`config.mk`:
```
export PLATFORM = sky130hd
export DESIGN_NAME = sram_stream_reader_flat
export DESIGN_NICKNAME = d
export VERILOG_FILES = /design/src/rtl/sram_stream_reader_if.sv /design/src/rtl/sram_stream_reader.sv /design/src/flat_wrapper.sv
export SDC_FILE = /design/constraint.sdc
export NUM_CORES = 1
export LEC_CHECK = 0
export CAP_MARGIN = 10
export CORE_ASPECT_RATIO = 1.2
export CORE_MARGIN = 5
export CORE_UTILIZATION = 53
export DETAILED_ROUTE_END_ITERATION = 8
export GPL_ROUTABILITY_DRIVEN = 0
export PLACE_DENSITY = 0.79
export SYNTH_ARGS = -nofsm -noshare
export SYNTH_HDL_FRONTEND = slang
export SYNTH_SLANG_ARGS = --single-unit
```
`constraint.sdc`:
```
create_clock -name clk -period 9 [get_ports clk]
set_clock_uncertainty 0.1 [all_clocks]
set_input_delay 0.9 -clock clk [delete_from_list [all_inputs] [get_ports clk]]
set_output_delay 0.9 -clock clk [all_outputs]
set_load 0.1 [all_outputs]
```
`src/rtl/sram_stream_reader_if.sv`:
```
// SRAM read port plus valid/ready stream bundle used by sram_stream_reader.
// The master modport is the reader's side of both buses.
interface sram_stream_reader_if #(
  parameter int ADDR_W = 16,
  parameter int DATA_W = 73
);
  logic              sram_we;
  logic [ADDR_W-1:0] sram_addr;
  logic [DATA_W-1:0] sram_din;
  logic [DATA_W-1:0] sram_dout;
  logic              m_valid;
  logic              m_ready;
  logic [DATA_W-1:0] m_data;
  logic              m_last;

  modport master (
    output sram_we, sram_addr, sram_din, m_valid, m_data, m_last,
    input  sram_dout, m_ready
  );

  modport slave (
    input  sram_we, sram_addr, sram_din, m_valid, m_data, m_last,
    output sram_dout, m_ready
  );
endinterface

```
`src/rtl/sram_stream_reader.sv`:
```
// Sequential SRAM reader that streams length words from base_addr over valid/ready.
// Optional macro SRAM_READER_STALL_CNT_EN adds a saturating stall_cnt output.
module sram_stream_reader #(
  parameter int ADDR_W     = 16,
  parameter int DATA_W     = 73,
  parameter int WORDS      = 50176,
  parameter int LEN_W      = 16,
  parameter int FIFO_DEPTH = 4
) (
  input  logic                 clk,
  input  logic                 rst_n,
  sram_stream_reader_if.master bus,
  input  logic                 start,
  input  logic [ADDR_W-1:0]    base_addr,
  input  logic [LEN_W-1:0]     length,
  output logic                 busy,
  output logic                 done
`ifdef SRAM_READER_STALL_CNT_EN
  ,
  output logic [31:0]          stall_cnt
`endif
);

  localparam int PTR_W = $clog2(FIFO_DEPTH);
  localparam int CNT_W = PTR_W + 1;

  typedef enum logic [1:0] {IDLE, ISSUE, DRAIN} state_t;

  state_t            r_state;
  logic [ADDR_W-1:0] r_addr;
  logic [ADDR_W-1:0] r_next;
  logic [LEN_W-1:0]  r_len;
  logic [LEN_W-1:0]  r_issued;
  logic [LEN_W-1:0]  r_beat;
  logic [1:0]        r_pend;
  logic              r_busy;
  logic              r_done;
  logic [DATA_W-1:0] r_fifo [FIFO_DEPTH];
  logic [PTR_W-1:0]  r_wptr;
  logic [PTR_W-1:0]  r_rptr;
  logic [CNT_W-1:0]  r_count;

  logic [1:0]        w_pend_cnt;
  logic [CNT_W:0]    w_occ;
  logic              w_issue_ok;
  logic              w_issue;
  logic              w_accept;
  logic              w_push;
  logic              w_pop;
  logic              w_valid;
  logic              w_last_beat;

  function automatic logic [ADDR_W-1:0] next_addr(input logic [ADDR_W-1:0] a);
    return (a == ADDR_W'(WORDS - 1)) ? '0 : a + ADDR_W'(1);
  endfunction

  // Reads in flight are credited against FIFO space so a push always has room.
  assign w_pend_cnt  = {1'b0, r_pend[0]} + {1'b0, r_pend[1]};
  assign w_occ       = {1'b0, r_count} + {{(CNT_W-1){1'b0}}, w_pend_cnt};
  assign w_issue_ok  = w_occ < (CNT_W+1)'(FIFO_DEPTH);
  assign w_issue     = (r_state == ISSUE) && w_issue_ok;
  assign w_accept    = (r_state == IDLE) && start && (length != '0);
  assign w_push      = r_pend[1];
  assign w_valid     = (r_count != '0);
  assign w_pop       = w_valid && bus.m_ready;
  assign w_last_beat = (r_beat == r_len - LEN_W'(1));

  // Stage p0: address issue and FSM
  always_ff @(posedge clk or negedge rst_n) begin
    if (!rst_n) begin
      r_state  <= IDLE;
      r_addr   <= '0;
      r_next   <= '0;
      r_len    <= '0;
      r_issued <= '0;
      r_pend   <= '0;
      r_busy   <= 1'b0;
      r_done   <= 1'b0;
    end else begin
      r_done <= 1'b0;
      r_pend <= {r_pend[0], w_issue};
      case (r_state)
        IDLE: begin
          if (start) begin
            if (length != '0) begin
              r_next   <= base_addr;
              r_len    <= length;
              r_issued <= '0;
              r_busy   <= 1'b1;
              r_state  <= ISSUE;
            end else begin
              r_done <= 1'b1;
            end
          end
        end
        ISSUE: begin
          if (w_issue_ok) begin
            r_addr   <= r_next;
            r_next   <= next_addr(r_next);
            r_issued <= r_issued + LEN_W'(1);
            if (r_issued == r_len - LEN_W'(1)) r_state <= DRAIN;
          end
        end
        DRAIN: begin
          if (w_pop && w_last_beat) begin
            r_busy  <= 1'b0;
            r_done  <= 1'b1;
            r_state <= IDLE;
          end
        end
        default: r_state <= IDLE;
      endcase
    end
  end

  // Stage p2: SRAM data capture into the output FIFO
  always_ff @(posedge clk or negedge rst_n) begin
    if (!rst_n) begin
      r_wptr  <= '0;
      r_rptr  <= '0;
      r_count <= '0;
      r_beat  <= '0;
    end else begin
      if (w_push) r_wptr <= r_wptr + PTR_W'(1);
      if (w_pop)  r_rptr <= r_rptr + PTR_W'(1);
      case ({w_push, w_pop})
        2'b10:   r_count <= r_count + CNT_W'(1);
        2'b01:   r_count <= r_count - CNT_W'(1);
        default: r_count <= r_count;
      endcase
      if (w_accept)   r_beat <= '0;
      else if (w_pop) r_beat <= r_beat + LEN_W'(1);
    end
  end

  always_ff @(posedge clk) begin
    if (w_push) r_fifo[r_wptr] <= bus.sram_dout;
  end

`ifdef SRAM_READER_STALL_CNT_EN
  logic [31:0] r_stall_cnt;

  function automatic logic [31:0] sat_inc32(input logic [31:0] v);
    return (v == 32'hFFFF_FFFF) ? v : v + 32'd1;
  endfunction

  always_ff @(posedge clk or negedge rst_n) begin
    if (!rst_n)                                r_stall_cnt <= '0;
    else if (w_accept)                         r_stall_cnt <= '0;
    else if (r_busy && w_valid && !bus.m_ready) r_stall_cnt <= sat_inc32(r_stall_cnt);
  end

  assign stall_cnt = r_stall_cnt;
`endif

  // Head is masked so a freshly reset FIFO never exposes stale RAM contents.
  assign bus.sram_we   = 1'b0;
  assign bus.sram_din  = '0;
  assign bus.sram_addr = r_addr;
  assign bus.m_valid   = w_valid;
  assign bus.m_data    = w_valid ? r_fifo[r_rptr] : '0;
  assign bus.m_last    = w_valid && w_last_beat;
  assign busy          = r_busy;
  assign done          = r_done;

endmodule

```
`src/flat_wrapper.sv`:
```
// flat-port wrapper written by rule: the top's interface ports become plain ports
module sram_stream_reader_flat 
#(
  parameter int ADDR_W     = 16,
  parameter int DATA_W     = 73,
  parameter int WORDS      = 50176,
  parameter int LEN_W      = 16,
  parameter int FIFO_DEPTH = 4
)
  (clk, rst_n, start, base_addr, length, busy, done, bus_sram_we, bus_sram_addr, bus_sram_din, bus_m_valid, bus_m_data, bus_m_last, bus_sram_dout, bus_m_ready);
  sram_stream_reader_if #(.ADDR_W(ADDR_W), .DATA_W(DATA_W)) bus_i ();
  input  logic clk;
  input  logic rst_n;
  input  logic start;
  input  logic [ADDR_W-1:0] base_addr;
  input  logic [LEN_W-1:0] length;
  output logic busy;
  output logic done;
  output wire logic [$bits(bus_i.sram_we)-1:0] bus_sram_we;
  output wire logic [$bits(bus_i.sram_addr)-1:0] bus_sram_addr;
  output wire logic [$bits(bus_i.sram_din)-1:0] bus_sram_din;
  output wire logic [$bits(bus_i.m_valid)-1:0] bus_m_valid;
  output wire logic [$bits(bus_i.m_data)-1:0] bus_m_data;
  output wire logic [$bits(bus_i.m_last)-1:0] bus_m_last;
  input wire logic [$bits(bus_i.sram_dout)-1:0] bus_sram_dout;
  input wire logic [$bits(bus_i.m_ready)-1:0] bus_m_ready;
  assign bus_sram_we = bus_i.sram_we;
  assign bus_sram_addr = bus_i.sram_addr;
  assign bus_sram_din = bus_i.sram_din;
  assign bus_m_valid = bus_i.m_valid;
  assign bus_m_data = bus_i.m_data;
  assign bus_m_last = bus_i.m_last;
  assign bus_i.sram_dout = bus_sram_dout;
  assign bus_i.m_ready = bus_m_ready;
  sram_stream_reader #(.ADDR_W(ADDR_W), .DATA_W(DATA_W), .WORDS(WORDS), .LEN_W(LEN_W), .FIFO_DEPTH(FIFO_DEPTH)) u_core (.clk(clk), .rst_n(rst_n), .bus(bus_i), .start(start), .base_addr(base_addr), .length(length), .busy(busy), .done(done));
endmodule
```
* Word-level counts from Yosys, hierarchy flattened
Memory sizes are Yosys's and may differ from the RTL's.
Cells that the tools add are included.
** Cells by class
- Add/subtract/negate cells :: 10
- $mul :: 0
- Div/mod/pow operators :: 0
- Magnitude comparators :: 1
- Eq/ne operators :: 12
- Shifts and indexed selects :: 0
- Muxes and demuxes :: 29
- Bitwise gates (word level) :: 0
- Reductions and logical operators :: 18
** Operators with widths (number)
- $mux W16 :: 9
- $mux W73 :: 1
- $pmux W16 S2 :: 2
- $add A16 B1 Y16 const B :: 3
- $eq A16 B16 Y1 :: 2
- $eq A16 B16 Y1 const B :: 1
- $reduce_bool A16 Y1 :: 1
- $sub A16 B1 Y16 const B :: 1
- $mux W2 :: 5
- $mux W1 :: 8
- $reduce_and A4 Y1 :: 2
- $reduce_bool A2 Y1 :: 4
- $logic_and A1 B1 Y1 :: 6
- $ne A2 B2 Y1 const B :: 3
- $pmux W2 S3 :: 1
- $pmux W3 S2 :: 1
- $reduce_and A5 Y1 :: 1
- $add A2 B1 Y2 const B :: 2
- $add A3 B2 Y4 :: 1
- $eq A2 B1 Y1 const B :: 2
- $eq A2 B2 Y1 const B :: 2
- $lt A4 B3 Y1 const B :: 1
- $ne A2 B1 Y1 const B :: 2
- $pmux W1 S2 :: 2
- 7 further kinds :: 7
** Storage, ports and cells
- Bits in registers :: 93
- Bits in latches :: 0
- Bits in writable memories :: 292
- Memory bits (read-only) :: 0
- Input bits :: 109
- Output and inout bits :: 167
- Memories kept :: 1
** Memories
- u_core.r_fifo :: words 4, width 73, rd ports 1, clocked after Yosys merged registers in 0, write ports 1, RTL line sram_stream_reader.sv:38 : logic [DATA_W-1:0] r_fifo [FIFO_DEPTH];

* Logic depth before layout (Yosys ltp)
- Depth in word-level cells :: 5
- Depth in mapped cells :: 9

* Worst setup path before layout
OpenSTA, ideal clock, no wires.
- Kind :: reg2out
- From :: reg u_core.r_len[4]
- To :: out bus_m_last
- Arrival time :: 2.858 ns
- Path slack :: 5.142 ns
- Stages on the path, launching flop included :: 8
- Path buffers :: 1
- Cells stage by stage :: dfrtp_1 -> buf_6 -> or4_4 -> nor4b_4 -> xnor2_1 -> nand2_1 -> a2111oi_4 -> and4_1
** On the way
- Longest elaborated chain between the ends :: 3
** Ends and longest elaborated chain
- from (decl) :: RTL line sram_stream_reader.sv:32 : logic [LEN_W-1:0] r_len;
- from (signal assigned) :: RTL line sram_stream_reader.sv:87 : r_len <= length;
- $sub A16 B1 Y16 :: RTL line sram_stream_reader.sv:66 : assign w_last_beat = (r_beat == r_len - LEN_W'(1));
- $eq A16 B16 Y1 :: RTL line sram_stream_reader.sv:66
- $logic_and A1 B1 Y1 :: RTL line sram_stream_reader.sv:162 : assign bus.m_last = w_valid && w_last_beat;
- to (decl) :: RTL line flat_wrapper.sv:24 : output wire logic [$bits(bus_i.m_last)-1:0] bus_m_last;
Every way passes these cells.

* Worst setup path after layout
- From :: reg u_core.r_len[3]
- To :: out bus_m_last
The elaborated chain is that of the path after synthesis.

==> summary.md <==
| Metric | Value |
|---|---|
| Yosys warnings | `0` |
| Initial antenna violation count | `4` |
| TritonCTS Buffers | `40` |
| Relative slew slack | `22.90%` |
| Core area | `31450 um2` |
| # rows | `71` |
| Postcts setup bufs | `0` |
| # nets final | `1403` |
| CTS HTree Levels | `2` |
| Flops & latches, synth | `385` |
| Worst vdd ir | `408.6 uV` |
| Area delta synth->final | `20.98%` |
| Final ANT Viol Nets | `0` |
| Total track usage | `19.73%` |
| Ports | `276` |
| RSZ-0062 raised after global routing | `false` |
| Critical Path Start Type | `flop` |
| Final min period | `5.194 ns` |
| Initial Util | `53.76%` |
| Share of cells above drive strength 1 | `15.51%` |
| Die Width | `173.0 um` |
| Min-Delay Path Class | `primary input to asynchronous set/reset pin` |
| Power after layout | `6.882 mW` |
| Fmax | `192.5 MHz` |
| Total number of vias | `9448` |
| Register area share after synthesis | `65.63%` |
| Run status | `completed` |
| Top_reg_cell synth | `edfxtp_1` |
| Remaining Overflow, GRT | `0` |
| DIE AREA | `35590 um2` |
| Max FO, Critical Path | `13` |
| DIE HEIGHT | `205.7 um` |
| Fin. max-slew vios | `0` |
| Cell area power density | `336.4 nW/um2` |
| CTS tree | `done` |
| DR iter-0 viols | `711` |
| Post-Synthesis Cells | `1080` |
| Clock Path Buffers | `3` |
| Drt first pass iters | `5` |
| Port Buf Inserts | `201` |
| Post-DP HPWL | `22570 um` |
| Path type of the worst setup path | `flop to output port` |
| Tcrit/Tclk final | `57.71%` |
| Drt total wl | `35490 um` |
| CTS sink count | `385` |
| Clock latency on the worst-skew pair | `0.53 ns` |
| R2R depth | `9` |
| Leak Pwr | `7.483 nW` |
| Clk root buf | `clkbuf_16` |
| Final setup vio count | `0` |
| Max-Cap Viols | `0` |
| Critical Path RT | `8.00 ns` |
| Worst-Margin Slew | `1.156 ns` |
| Vias in the first global route | `9808` |
| Synth Cell Area | `16910 um2` |
| Hold Buf Count CTS | `0` |
| Routed wire per std cell | `20.67 um` |
| CP endpoint kind | `output port` |
| Number of remaining DRC errors | `0` |
| Setup_tns | `0 ns` |
| CTS clock-pin slew for the worst setup and hold paths | `0.06 ns` |
| Post-cts sizing count | `0` |
| Syn Area/Cell | `15.66 um2` |
| Largest net degree at the start of global routing | `74` |
| Final-report hold violation count | `0` |
| First-pass GRT wire length | `55130 um` |
| CP Data Arrival Time | `4.19 ns` |
| Drt via density | `5.503` |
| Post-synth EDFFs | `292` |
| Netlist cell types | `65` |
| FFs w/ async S/R, synth | `24.16%` |
[power by group]
group / internal, mW / leakage, nW / switching [mW]
clock: 1.09 / 0.691 / 0.670
sequential: 1.94 / 3.85 / 0.104
combinational: 0.826 / 2.95 / 2.25
[placed cells by master, fill, tap and decap left out, types with 14 or more instances in the layout]
| cell | Yosys | routed |
|---|---|---|
| clkdlybuf4s50_1 | 0 | 200 |
| nand4_1 | 14 | 14 |
| o21ai_0 | 34 | 34 |
| and2_1 | 79 | 75 |
| xor2_1 | 36 | 36 |
| inv_1 | 16 | 16 |
| clkbuf_16 | 0 | 41 |
| mux2_2 | 30 | 30 |
| dfrtp_1 | 93 | 91 |
| nor3_1 | 14 | 14 |
| and3_1 | 14 | 14 |
| nor2_1 | 54 | 54 |
| nand2_1 | 36 | 36 |
| a21oi_1 | 26 | 26 |
| conb_1 | 1 | 74 |
| mux4_2 | 73 | 73 |
| xnor2_1 | 31 | 31 |
| edfxtp_1 | 292 | 292 |
[critical path, stage by stage, from the launching register on]
cell	delay, ns
dfrtp_1	0.54
or4_4	0.66
nor4b_4	0.34
xnor2_1	0.16
nand2_1	0.10
a2111oi_4	0.48
and4_1	0.25
clkdlybuf4s50_1	1.13
[per-layer routing]
metal | vias up | track usage [%] | routed length, um
met5 | - | 0 | 48
met4 | 8 | 4.962 | 783
met3 | 61 | 6.523 | 2963
met2 | 320 | 33.92 | 17900
met1 | 4738 | 24.42 | 13790
li1 | 4321 | - | -
[registers in the layout (all words and copies together) (netlist names), 3 cells and up]
name	count
u_core.r_fifo	292
u_core.r_next	16
u_core.r_count	3
u_core.r_beat	16
u_core.r_issued	16
u_core.r_len	16
u_core.bus.sram_addr	16
[cell type report]
cell class / count / area (um2)
Antenna cell: 1 / 2.502
Sequential cell: 385 / 11100
Tap cell: 401 / 501.7
Multi-Input combinational cell: 627 / 5269
Fill cell: 2224 / 10990
Clock buffer: 44 / 1037
Clock inverter: 30 / 385.4
Inverter: 17 / 63.81
Timing Repair Buffer: 212 / 2092
[per-stage QoR]
step | setup slack [ns] | util (%) | std cells | hold WS, ns | cell area [um2]
floorplan | 5.142 | - | 1153 | 0.2574 | 17180
global placement | 4.416 | 60.51 | 1642 | 0.2706 | 19030
detailed placement | 4.374 | 60.51 | 1642 | 0.2750 | 19030
CTS | 3.802 | 65.04 | 1716 | 0.2242 | 20450
global route | 3.621 | 65.04 | 1716 | 0.2642 | 20450
finish | 3.806 | 65.04 | 1717 | 0.2382 | 20450
[kinds of logic after synthesis]
family / count (synthesis) / synth area share (%)
flops: 385 / 65.63
simple gates: 275 / 9.421
buf+inv: 141 / 4.936
mux: 104 / 11.78
compound gates: 92 / 3.463
xor+xnor: 70 / 3.833
fa+ha+maj: 12 / 0.9176
other cells: 1 / 0.02218
[synth_stat cells, drive strengths merged, types with 2 or more instances]
master	instances	area share, %
edfxtp	292	52
dfrtp	93	14
buf	91	3.8
and2	79	2.9
mux4	73	9.7
nor2	54	1.2
nand2	36	0.80
xor2	36	1.9
o21ai	35	1.0
clkbuf	33	0.73
xnor2	32	1.7
mux2	30	2.0
a21oi	26	0.77
inv	17	0.38
nor3	17	0.63
nand4	16	0.67
nor4	16	0.90
and3	14	0.52
nand3	11	0.36
ha	10	0.74
or3	10	0.40
a31oi	5	0.19
nor2b	5	0.19
nor3b	5	0.22
a21o	4	0.18
a22oi	4	0.18
nand2b	3	0.11
nand3b	3	0.13
o22a	3	0.16
a2111oi	2	0.25
a211oi	2	0.16
and4	2	0.10
o311ai	2	0.10
o31ai	2	0.089
or2	2	0.074
xnor3	2	0.27
[worst paths after layout]
path,from,end,slack (ns)
min in group clk,u_core.r_pend[0]$_DFF_PN0_,u_core.r_pend[1]$_DFF_PN0_,0.29
max,u_core.r_len[3]$_DFFE_PN0P_,bus_m_last,3.81
max reg2reg,u_core.r_count[0]$_DFFE_PN0P_,u_core.r_issued[12]$_DFFE_PN0P_,5.96
min reg2reg,u_core.r_pend[0]$_DFF_PN0_,u_core.r_pend[1]$_DFF_PN0_,0.29
min,rst_n,u_core.r_beat[12]$_DFFE_PN0P_,0.24
max in group asynchronous,rst_n,u_core.r_rptr[1]$_DFFE_PN0P_,7.37
Note: power is estimated with default switching activity, not from simulation.
